File: src/rtl/uart_rx_top.sv
// uart_rx_top: 16x oversampled UART receive engine.
// Detects the start bit, samples the start, data, parity and stop bits at
// mid-bit (data LSB first, 5..8 bits, optional odd/even/sticky parity, one
// stop bit) and emits a one-clock push strobe carrying the assembled byte
// together with parity, framing and break status.
// All receive activity advances only on clk edges where baud_pulse=1.
// push is a pure strobe with no back-pressure: the consumer must accept the
// byte in the clock that push is high; rx_out/pe/fe/bi then hold until the
// next push.
module uart_rx_top (
    input  logic       clk,
    input  logic       rst,
    input  logic       baud_pulse,
    input  logic       rx,
    input  logic       sticky_parity,
    input  logic       eps,
    input  logic       pen,
    input  logic [1:0] wls,
    output logic       push,
    output logic       pe,
    output logic       fe,
    output logic       bi,
    output logic [7:0] rx_out
);

    typedef enum logic [2:0] {
        S_IDLE   = 3'd0,
        S_START  = 3'd1,
        S_DATA   = 3'd2,
        S_PARITY = 3'd3,
        S_STOP   = 3'd4
    } state_t;

    state_t      state_q, state_d;
    logic [3:0]  cnt_q, cnt_d;
    logic [2:0]  bitcnt_q, bitcnt_d;
    logic [7:0]  shift_q, shift_d;
    logic        par_bit_q, par_bit_d;
    logic        par_err_q, par_err_d;
    logic        push_q, push_d;
    logic        pe_q, pe_d;
    logic        fe_q, fe_d;
    logic        bi_q, bi_d;
    logic [7:0]  rx_out_q, rx_out_d;

    logic        last_bit;
    logic        exp_par;

    // Index of the final data bit is word length minus one (wls + 4).
    assign last_bit = (bitcnt_q == ({1'b0, wls} + 3'd4));

    // Unused upper shift bits are cleared at frame start, so a full-width
    // reduction gives the parity of just the received data bits.
    assign exp_par = sticky_parity ? ~eps : (eps ? ^shift_q : ~^shift_q);

    // Next-state and next-output computation; nothing moves without a tick.
    always_comb begin
        state_d   = state_q;
        cnt_d     = cnt_q;
        bitcnt_d  = bitcnt_q;
        shift_d   = shift_q;
        par_bit_d = par_bit_q;
        par_err_d = par_err_q;
        push_d    = 1'b0;
        pe_d      = pe_q;
        fe_d      = fe_q;
        bi_d      = bi_q;
        rx_out_d  = rx_out_q;
        if (baud_pulse) begin
            case (state_q)
                S_IDLE: begin
                    if (!rx) begin
                        state_d = S_START;
                        cnt_d   = 4'd0;
                    end
                end
                S_START: begin
                    cnt_d = cnt_q + 4'd1;
                    if (cnt_q == 4'd7) begin
                        if (!rx) begin
                            state_d   = S_DATA;
                            cnt_d     = 4'd0;
                            bitcnt_d  = 3'd0;
                            shift_d   = 8'd0;
                            par_bit_d = 1'b0;
                            par_err_d = 1'b0;
                        end else begin
                            // Start bit gone by mid-bit: treat as a glitch.
                            state_d = S_IDLE;
                        end
                    end
                end
                S_DATA: begin
                    cnt_d = cnt_q + 4'd1;
                    if (cnt_q == 4'd15) begin
                        cnt_d             = 4'd0;
                        shift_d[bitcnt_q] = rx;
                        if (last_bit) begin
                            state_d = pen ? S_PARITY : S_STOP;
                        end else begin
                            bitcnt_d = bitcnt_q + 3'd1;
                        end
                    end
                end
                S_PARITY: begin
                    cnt_d = cnt_q + 4'd1;
                    if (cnt_q == 4'd15) begin
                        cnt_d     = 4'd0;
                        par_bit_d = rx;
                        par_err_d = rx ^ exp_par;
                        state_d   = S_STOP;
                    end
                end
                S_STOP: begin
                    cnt_d = cnt_q + 4'd1;
                    if (cnt_q == 4'd15) begin
                        cnt_d    = 4'd0;
                        push_d   = 1'b1;
                        rx_out_d = shift_q;
                        fe_d     = ~rx;
                        pe_d     = pen & par_err_q;
                        bi_d     = (shift_q == 8'd0) & (~par_bit_q | ~pen) & ~rx;
                        state_d  = S_IDLE;
                    end
                end
                default: begin
                    state_d = S_IDLE;
                    cnt_d   = 4'd0;
                end
            endcase
        end
    end

    // State and registered outputs; synchronous reset aborts any frame.
    always_ff @(posedge clk) begin
        if (rst) begin
            state_q   <= S_IDLE;
            cnt_q     <= 4'd0;
            bitcnt_q  <= 3'd0;
            shift_q   <= 8'd0;
            par_bit_q <= 1'b0;
            par_err_q <= 1'b0;
            push_q    <= 1'b0;
            pe_q      <= 1'b0;
            fe_q      <= 1'b0;
            bi_q      <= 1'b0;
            rx_out_q  <= 8'd0;
        end else begin
            state_q   <= state_d;
            cnt_q     <= cnt_d;
            bitcnt_q  <= bitcnt_d;
            shift_q   <= shift_d;
            par_bit_q <= par_bit_d;
            par_err_q <= par_err_d;
            push_q    <= push_d;
            pe_q      <= pe_d;
            fe_q      <= fe_d;
            bi_q      <= bi_d;
            rx_out_q  <= rx_out_d;
        end
    end

    assign push   = push_q;
    assign pe     = pe_q;
    assign fe     = fe_q;
    assign bi     = bi_q;
    assign rx_out = rx_out_q;

endmodule

File: config.mk
export PLATFORM = sky130hd
export DESIGN_NAME = uart_rx_top
export DESIGN_NICKNAME = d
export VERILOG_FILES = /design/src/rtl/uart_rx_top.sv
export SDC_FILE = /design/constraint.sdc
export NUM_CORES = 1
export LEC_CHECK = 0
export BUFFER_PORTS_ARGS = -buffer_cell sky130_fd_sc_hd__buf_2
export CAP_MARGIN = 5
export CORE_MARGIN = 1.5
export CORE_UTILIZATION = 55
export DETAILED_ROUTE_END_ITERATION = 7
export PLACE_DENSITY = 0.76
export SLEW_MARGIN = 20
export SYNTH_ARGS = -nofsm -noshare
export SYNTH_HDL_FRONTEND = slang
export SYNTH_SLANG_ARGS = --single-unit
File: constraint.sdc
create_clock -name clk -period 2.04 [get_ports clk]
set_input_delay 0.408 -clock clk [delete_from_list [all_inputs] [get_ports clk]]
set_output_delay 0.408 -clock clk [all_outputs]
set_load 0.05 [all_outputs]
==> results.sh, run 1 <==
export IMPL_share_comb_of_total_power=0.074
export IMPL_drt_first_pass_iters=4
export IMPL_max_vdd_ir_drop_v=0.000334
export IMPL_numClockSinks=32
export IMPL_min_delay_path_depth=3
export IMPL_multi_input_area_um2=1020
export IMPL_timing_rr_end="bitcnt_q[0]$_SDFFE_PP0P_"
export IMPL_setup_worst_path_class="register to register"
export IMPL_finalHoldWorstSlack_ns=0.411
export IMPL_drt_antenna_violating_nets=0
export IMPL_start_point_of_the_worst_min_delay_path="baud_pulse"
export IMPL_critical_path_max_stage_delay_ns=0.39
export IMPL_cts_root_buf="clkbuf_4"
export IMPL_worst_hold_path_type="input port to register"
export IMPL_power_internal_mw=0.920
export IMPL_cts_tree="built"
export IMPL_final_common_cell="nor2_1"
export IMPL_final_max_slew_viol_count=0
export IMPL_reg2reg_from="cnt_q[0]$_SDFFE_PP0P_"
export IMPL_drt_iter0_drc=83
export IMPL_final_setup_viol_count=0
export IMPL_grt_first_pass_wirelength_um=6180
export IMPL_yosys_warnings=0
export IMPL_postSynthCellCount=230
export IMPL_fp_dieArea_um2=3600
export IMPL_grt_remaining_overflow=0
export IMPL_critPathSlowestCell="dfxtp_1"
export IMPL_initial_utilization=0.581
export IMPL_clock_power_share=0.397
export IMPL_synth_sequential_area_ratio=0.358
export IMPL_timing_critical_path_required_ns=2.31
export IMPL_rsz0062_at_grt="false"
export IMPL_clk_pin_slew_worst_paths_ns=0.10
export IMPL_synth_area_um2=1790
export IMPL_clkLatencyLatePin_ns=0.33
export IMPL_postSynth_asyncResetShare=0
export IMPL_grt_start_max_net_pins=24
export IMPL_final_hold_violation_count=0
export IMPL_initial_antenna_violation_count=0
export IMPL_route_detailed_drc=0
export IMPL_routed_wire_length_um=3660
export IMPL_wl_per_cell_um=12.6
export IMPL_dp_cells=283
export IMPL_synth_ff_latch_count=32
export IMPL_synth_area_leader_cell="dfxtp_1"
export IMPL_post_cts_hold_buffer_count=0
export IMPL_num_vias=1610
export IMPL_ys_dominant_reg_cell="dfxtp_1"
export IMPL_totalPowerFinal_mw=1.21
export IMPL_syn_area_per_cell_um2=7.77
export IMPL_setup_worst_path_end_class="register"
export IMPL_fin_crit_sh=0.920
export IMPL_die_width_um=60.0
export IMPL_status="complete, no violations"
export IMPL_layout_cell_share_with_drive_strength_beyond_1=0.174
export IMPL_half_perimeter_wire_length_after_detailed_placement_um=2630
export IMPL_insertedDiodeCount=0
export IMPL_top_level_i_o_count=21
export IMPL_setup_reg_to_reg_worst_slack_ns=0.16
export IMPL_cts_max_level=2
export IMPL_area_growth_pct=10.4
export IMPL_io_buffers=20
export IMPL_tritoncts_num_buffers=5
export IMPL_period_minus_slack_ns=1.88
export IMPL_floorplan_rows=20
export IMPL_yosys_area_top_type_share=0.358
export IMPL_cap_viol_max_count=0
export IMPL_core_area_um2=3080
export IMPL_destination_of_the_worst_hold_path="cnt_q[3]$_SDFFE_PP0P_"
export IMPL_finalNetCount=261
export IMPL_cp_arrival_ns=2.15
export IMPL_critical_path_max_fanout=7
export IMPL_die_h_um=60.0
export IMPL_synth_edf_count=0
export IMPL_path_cells="ha_2 -> nor4bb_1 -> nand4_1 -> o31a_1 -> or3_1 -> a21oi_1"
export IMPL_worst_slew_margin_rel=0.745
export IMPL_post_drt_via_cell_ratio=5.53
export IMPL_via_count_of_the_first_global_routing_pass=1394
export IMPL_fin_setup_tns_ns=0
export IMPL_power_static_leakage_nw=0.751
export IMPL_fillCellCount=295
export IMPL_final_instance_count_excl_fill=291
export IMPL_power_net_switching_mw=0.287
export IMPL_timing_critical_path_from_type="register"
export IMPL_area_sequential_um2=641
export IMPL_syn_nets=245
export IMPL_clock_fmax_mhz=533
export IMPL_synth_area_leaders="dfxtp_1 36%, nor2_1 9.4%, a21oi_1 6.4%"
export IMPL_tightestPinTransition_ns=0.382
export IMPL_total_routing_usage_gr=0.231
export IMPL_gpl_final_weighted_congestion=0.880
export IMPL_clock_skew_ns=0.00364
export IMPL_rr_worst_depth=6
export IMPL_max_buffers_root_to_sink=2
export IMPL_yosys_cell_types_count=47
export IMPL_seqPwrFrac=0.529
export IMPL_swShare=0.238
export IMPL_powerDensity_nw_per_um2=612
export IMPL_layout_cells_most_common_list="45 x nor2_1, 32 x dfxtp_1, 23 x a21oi_1"
==> logic make-up (layout without fill, tap and decap cells) <==
group / Yosys count / count (layout) / share of synthesized area
compound gates: 56 / 56 / 0.194
xor+xnor: 7 / 7 / 0.0343
fa+ha+maj: 6 / 6 / 0.0420
buf+inv: 28 / 45 / 0.0749
flops: 32 / 32 / 0.358
mux: 2 / 2 / 0.0119
simple gates: 99 / 99 / 0.285
==> through the flow <==
| step | cell area, um^2 | setup slack (ns) | util |
|---|---|---|---|
| 2_1_floorplan | 1790 | 0.244 | - |
| 3_3_place_gp | 1900 | 0.171 | 0.616 |
| 3_5_place_dp | 1900 | 0.127 | 0.616 |
| 4_1_cts | 1970 | 0.106 | 0.641 |
| 5_1_grt | 1970 | 0.00327 | 0.641 |
| 6_report | 1970 | 0.163 | 0.641 |
==> flip-flops by register name, summed over array words and instances, names as in the netlist <==
name and cells:
bi 1, bitcnt_q 3, cnt_q 4, fe 1
par_bit_q 1, par_err_q 1, pe 1, push 1
rx_out 8, shift_q 8, state_q 3
==> critical path, delay by kind of cell (launching register included) <==
family | cells | cell delay (ns)
adder cells (fa/ha/maj) | 1 | 0.26
AO/OA/AOI/OAI | 2 | 0.33
flip-flops | 1 | 0.39
AND/OR/NAND/NOR | 3 | 0.83
==> power by group through the flow <==
stage | sequential (mW) | clock [mW] | combinational (mW)
detailed placement | 0.654 | 0 | 0.0874
floorplan | 0.646 | 0 | 0.0681
global placement | 0.653 | 0 | 0.0866
finish | 0.639 | 0.479 | 0.0889
CTS | 0.639 | 0.492 | 0.0882
global route | 0.641 | 0.519 | 0.0983
==> repair_timing <==
action | 4_1_cts | 5_1_grt
hold endpoints to repair | 0 | 0
resized for setup | 0 | 1
setup buffers | 0 | 0
endpoints found under the setup margin | 0 | 2
==> routing by layer <==
layer	track usage	up-vias	routed length, um
met5	0	-	0
met4	0.0921	0	55
met3	0.0649	6	182
met2	0.335	39	1590
met1	0.321	738	1840
li1	-	827	-
==> Yosys cell counts (all sizes together) (2+ instances only) <==
| library cell | number |
|---|---|
| nand4 | 2 |
| or3 | 3 |
| or4b | 2 |
| nand3b | 9 |
| nand2 | 13 |
| nor2 | 46 |
| a21oi | 23 |
| ha | 6 |
| xnor2 | 6 |
| o32ai | 4 |
| nand2b | 6 |
| inv | 11 |
| o21ai | 14 |
| buf | 9 |
| nand3 | 10 |
| a31oi | 2 |
| clkbuf | 8 |
| dfxtp | 32 |
==> worst max-delay path by stage <==
stage                             from                        to  slack (ns)  depth (start not counted)
6_report         cnt_q[0]$_SDFFE_PP0P_  bitcnt_q[0]$_SDFFE_PP0P_        0.16                          6
5_1_grt        state_q[0]$_SDFFE_PP0P_   state_q[1]$_SDFFE_PP0P_       0.003                          5
4_1_cts          cnt_q[0]$_SDFFE_PP0P_           bi$_SDFFE_PP0P_        0.11                          6
3_5_place_dp     cnt_q[0]$_SDFFE_PP0P_           bi$_SDFFE_PP0P_        0.13                          6
3_3_place_gp     cnt_q[0]$_SDFFE_PP0P_           bi$_SDFFE_PP0P_        0.17                          6
2_1_floorplan    cnt_q[0]$_SDFFE_PP0P_           bi$_SDFFE_PP0P_        0.24                          7
==> area by class of cell <==
| type | count | share of cell area |
|---|---|---|
| multi-input combinational | 170 | 0.515 |
| sequential | 32 | 0.324 |
| timing repair buffer | 26 | 0.0735 |
| tap | 44 | 0.0279 |
| clock buffer | 6 | 0.0209 |
| inverter | 11 | 0.0209 |
| clock inverter | 2 | 0.0177 |
(Power assumes the default switching activity.)
==> inputs of run 2 (changes only) <==
CORE_UTILIZATION = 57   (was 55)
PLACE_DENSITY = 0.78   (was 0.76)
==> results.sh, run 2 (synthesis results as in run 1) <==
export IMPL_dp_cells=283
export IMPL_max_buffers_root_to_sink=2
export IMPL_post_cts_hold_buffer_count=0
export IMPL_core_area_um2=3030
export IMPL_groute_layer_met2_usage=0.327
export IMPL_clk_pin_slew_worst_paths_ns=0.10
export IMPL_layout_cell_share_with_drive_strength_beyond_1=0.178
export IMPL_globalRoute_busiestLayer="met2"
export IMPL_die_h_um=59.0
export IMPL_total_routing_usage_gr=0.222
export IMPL_grt_util_met1=0.309
export IMPL_area_growth_pct=10.8
export IMPL_setup_reg_to_reg_worst_slack_ns=0.16
export IMPL_final_cell_area_um2=1980
export IMPL_cap_viol_max_count=0
export IMPL_via_count_of_the_first_global_routing_pass=1289
export IMPL_initial_antenna_violation_count=0
export IMPL_route_detailed_drc=0
export IMPL_min_delay_path_depth=3
export IMPL_half_perimeter_wire_length_after_detailed_placement_um=2520
export IMPL_timing_critical_path_from_type="register"
export IMPL_cts_tree="built"
export IMPL_setup_worst_path_class="register to register"
export IMPL_clock_fmax_mhz=532
export IMPL_dpl_cell_area_um2=1900
export IMPL_fin_setup_tns_ns=0
export IMPL_finalNetCount=261
export IMPL_insertedDiodeCount=0
export IMPL_period_minus_slack_ns=1.88
export IMPL_grt_start_max_net_pins=34
export IMPL_grt_first_pass_wirelength_um=5780
export IMPL_totalPowerFinal_mw=1.19
export IMPL_start_point_of_the_worst_min_delay_path="baud_pulse"
export IMPL_critical_path_max_fanout=23
export IMPL_max_vdd_ir_drop_v=0.000582
export IMPL_routed_wire_length_um=3570
export IMPL_drt_antenna_violating_nets=0
export IMPL_rsz0062_at_grt="false"
export IMPL_floorplan_rows=20
export IMPL_timing_critical_path_required_ns=2.32
export IMPL_drt_iter0_drc=107
export IMPL_tritoncts_num_buffers=5
export IMPL_final_instance_count_excl_fill=291
export IMPL_gpl_final_weighted_congestion=0.915
export IMPL_reg2reg_from="cnt_q[0]$_SDFFE_PP0P_"
export IMPL_layout_cells_most_common_list="45 x nor2_1, 32 x dfxtp_1, 23 x a21oi_1"
export IMPL_postLayoutCoreUtil=0.654
export IMPL_timing_rr_end="bi$_SDFFE_PP0P_"
export IMPL_gr_usage_met3=0.0721
export IMPL_final_common_cell="nor2_1"
export IMPL_fin_crit_sh=0.921
export IMPL_powerDensity_nw_per_um2=600
export IMPL_worst_hold_path_type="input port to register"
export IMPL_worst_slew_margin_rel=0.739
export IMPL_cts_root_buf="clkbuf_4"
export IMPL_cts_max_level=2
export IMPL_num_vias=1609
export IMPL_post_drt_via_cell_ratio=5.53
export IMPL_post_cts_setup_buffers=0
export IMPL_tightestPinTransition_ns=0.391
export IMPL_fp_dieArea_um2=3480
export IMPL_grt_remaining_overflow=0
export IMPL_final_hold_violation_count=0
export IMPL_clkLatencyLatePin_ns=0.33
export IMPL_status="complete, no violations"
export IMPL_final_max_slew_viol_count=0
export IMPL_initial_utilization=0.590
export IMPL_destination_of_the_worst_hold_path="cnt_q[3]$_SDFFE_PP0P_"
export IMPL_cp_arrival_ns=2.16
export IMPL_die_width_um=59.0
export IMPL_wl_per_cell_um=12.3
export IMPL_power_static_leakage_nw=0.751
export IMPL_clock_skew_ns=0.0135
export IMPL_final_setup_viol_count=0
export IMPL_numClockSinks=32
export IMPL_setup_worst_path_end_class="register"
export IMPL_rr_worst_depth=6
export IMPL_io_buffers=20
export IMPL_top_level_i_o_count=21
export IMPL_drt_first_pass_iters=4
run 2: layout make-up:
type                       count  area [um^2]
fill                         262         1050
multi-input combinational    170         1020
clock buffer                   6         41.3
sequential                    32          641
clock inverter                 2         35.0
inverter                      11         41.3
timing repair buffer          26          145
tap                           44         55.1
run 2: how the worst max path moves through the flow:
stage | endpoint | cells past startpoint | from
2_1_floorplan | bi$_SDFFE_PP0P_ | 7 | cnt_q[0]$_SDFFE_PP0P_
3_3_place_gp | bi$_SDFFE_PP0P_ | 6 | cnt_q[0]$_SDFFE_PP0P_
3_5_place_dp | bi$_SDFFE_PP0P_ | 6 | cnt_q[0]$_SDFFE_PP0P_
4_1_cts | bi$_SDFFE_PP0P_ | 6 | cnt_q[0]$_SDFFE_PP0P_
5_1_grt | bi$_SDFFE_PP0P_ | 6 | cnt_q[0]$_SDFFE_PP0P_
6_report | bi$_SDFFE_PP0P_ | 6 | cnt_q[0]$_SDFFE_PP0P_
run 2: layer usage:
| metal | wire length [um] | vias up | part of all wire |
|---|---|---|---|
| met1 | 1800 | 748 | 0.50 |
| li1 | - | 829 | - |
| met4 | 47 | 0 | 0.013 |
| met3 | 132 | 5 | 0.037 |
| met2 | 1600 | 27 | 0.45 |
| met5 | 0 | - | 0 |
run 2: worst max-delay path: stages, from the launching register on:
cell	delay [ns]
dfxtp_1	0.38
ha_2	0.26
nand3_2	0.12
or4_4	0.65
nor4_2	0.28
a21oi_1	0.08
nor2_2	0.07
run 2: repair_timing:
item | in CTS | in global routing
endpoints found under the setup margin | 0 | 2
endpoints found under the hold margin | 0 | 0
gates resized for setup | 0 | 2
run 2: through the flow:
stage / setup WS, ns / hold WS (ns)
detailed placement: 0.114 / 0.447
global placement: 0.161 / 0.444
floorplan: 0.244 / 0.432
global route: 0.0407 / 0.406
finish: 0.161 / 0.407
CTS: 0.106 / 0.396
run 2: where the power goes:
part | total [mW] | switching, mW | leakage (nW) | internal (mW)
registers | 0.639 | 0.00969 | 0.258 | 0.629
logic | 0.0884 | 0.0539 | 0.451 | 0.0345
clock network | 0.462 | 0.205 | 0.0422 | 0.257
total | 1.19 | 0.268 | 0.751 | 0.920
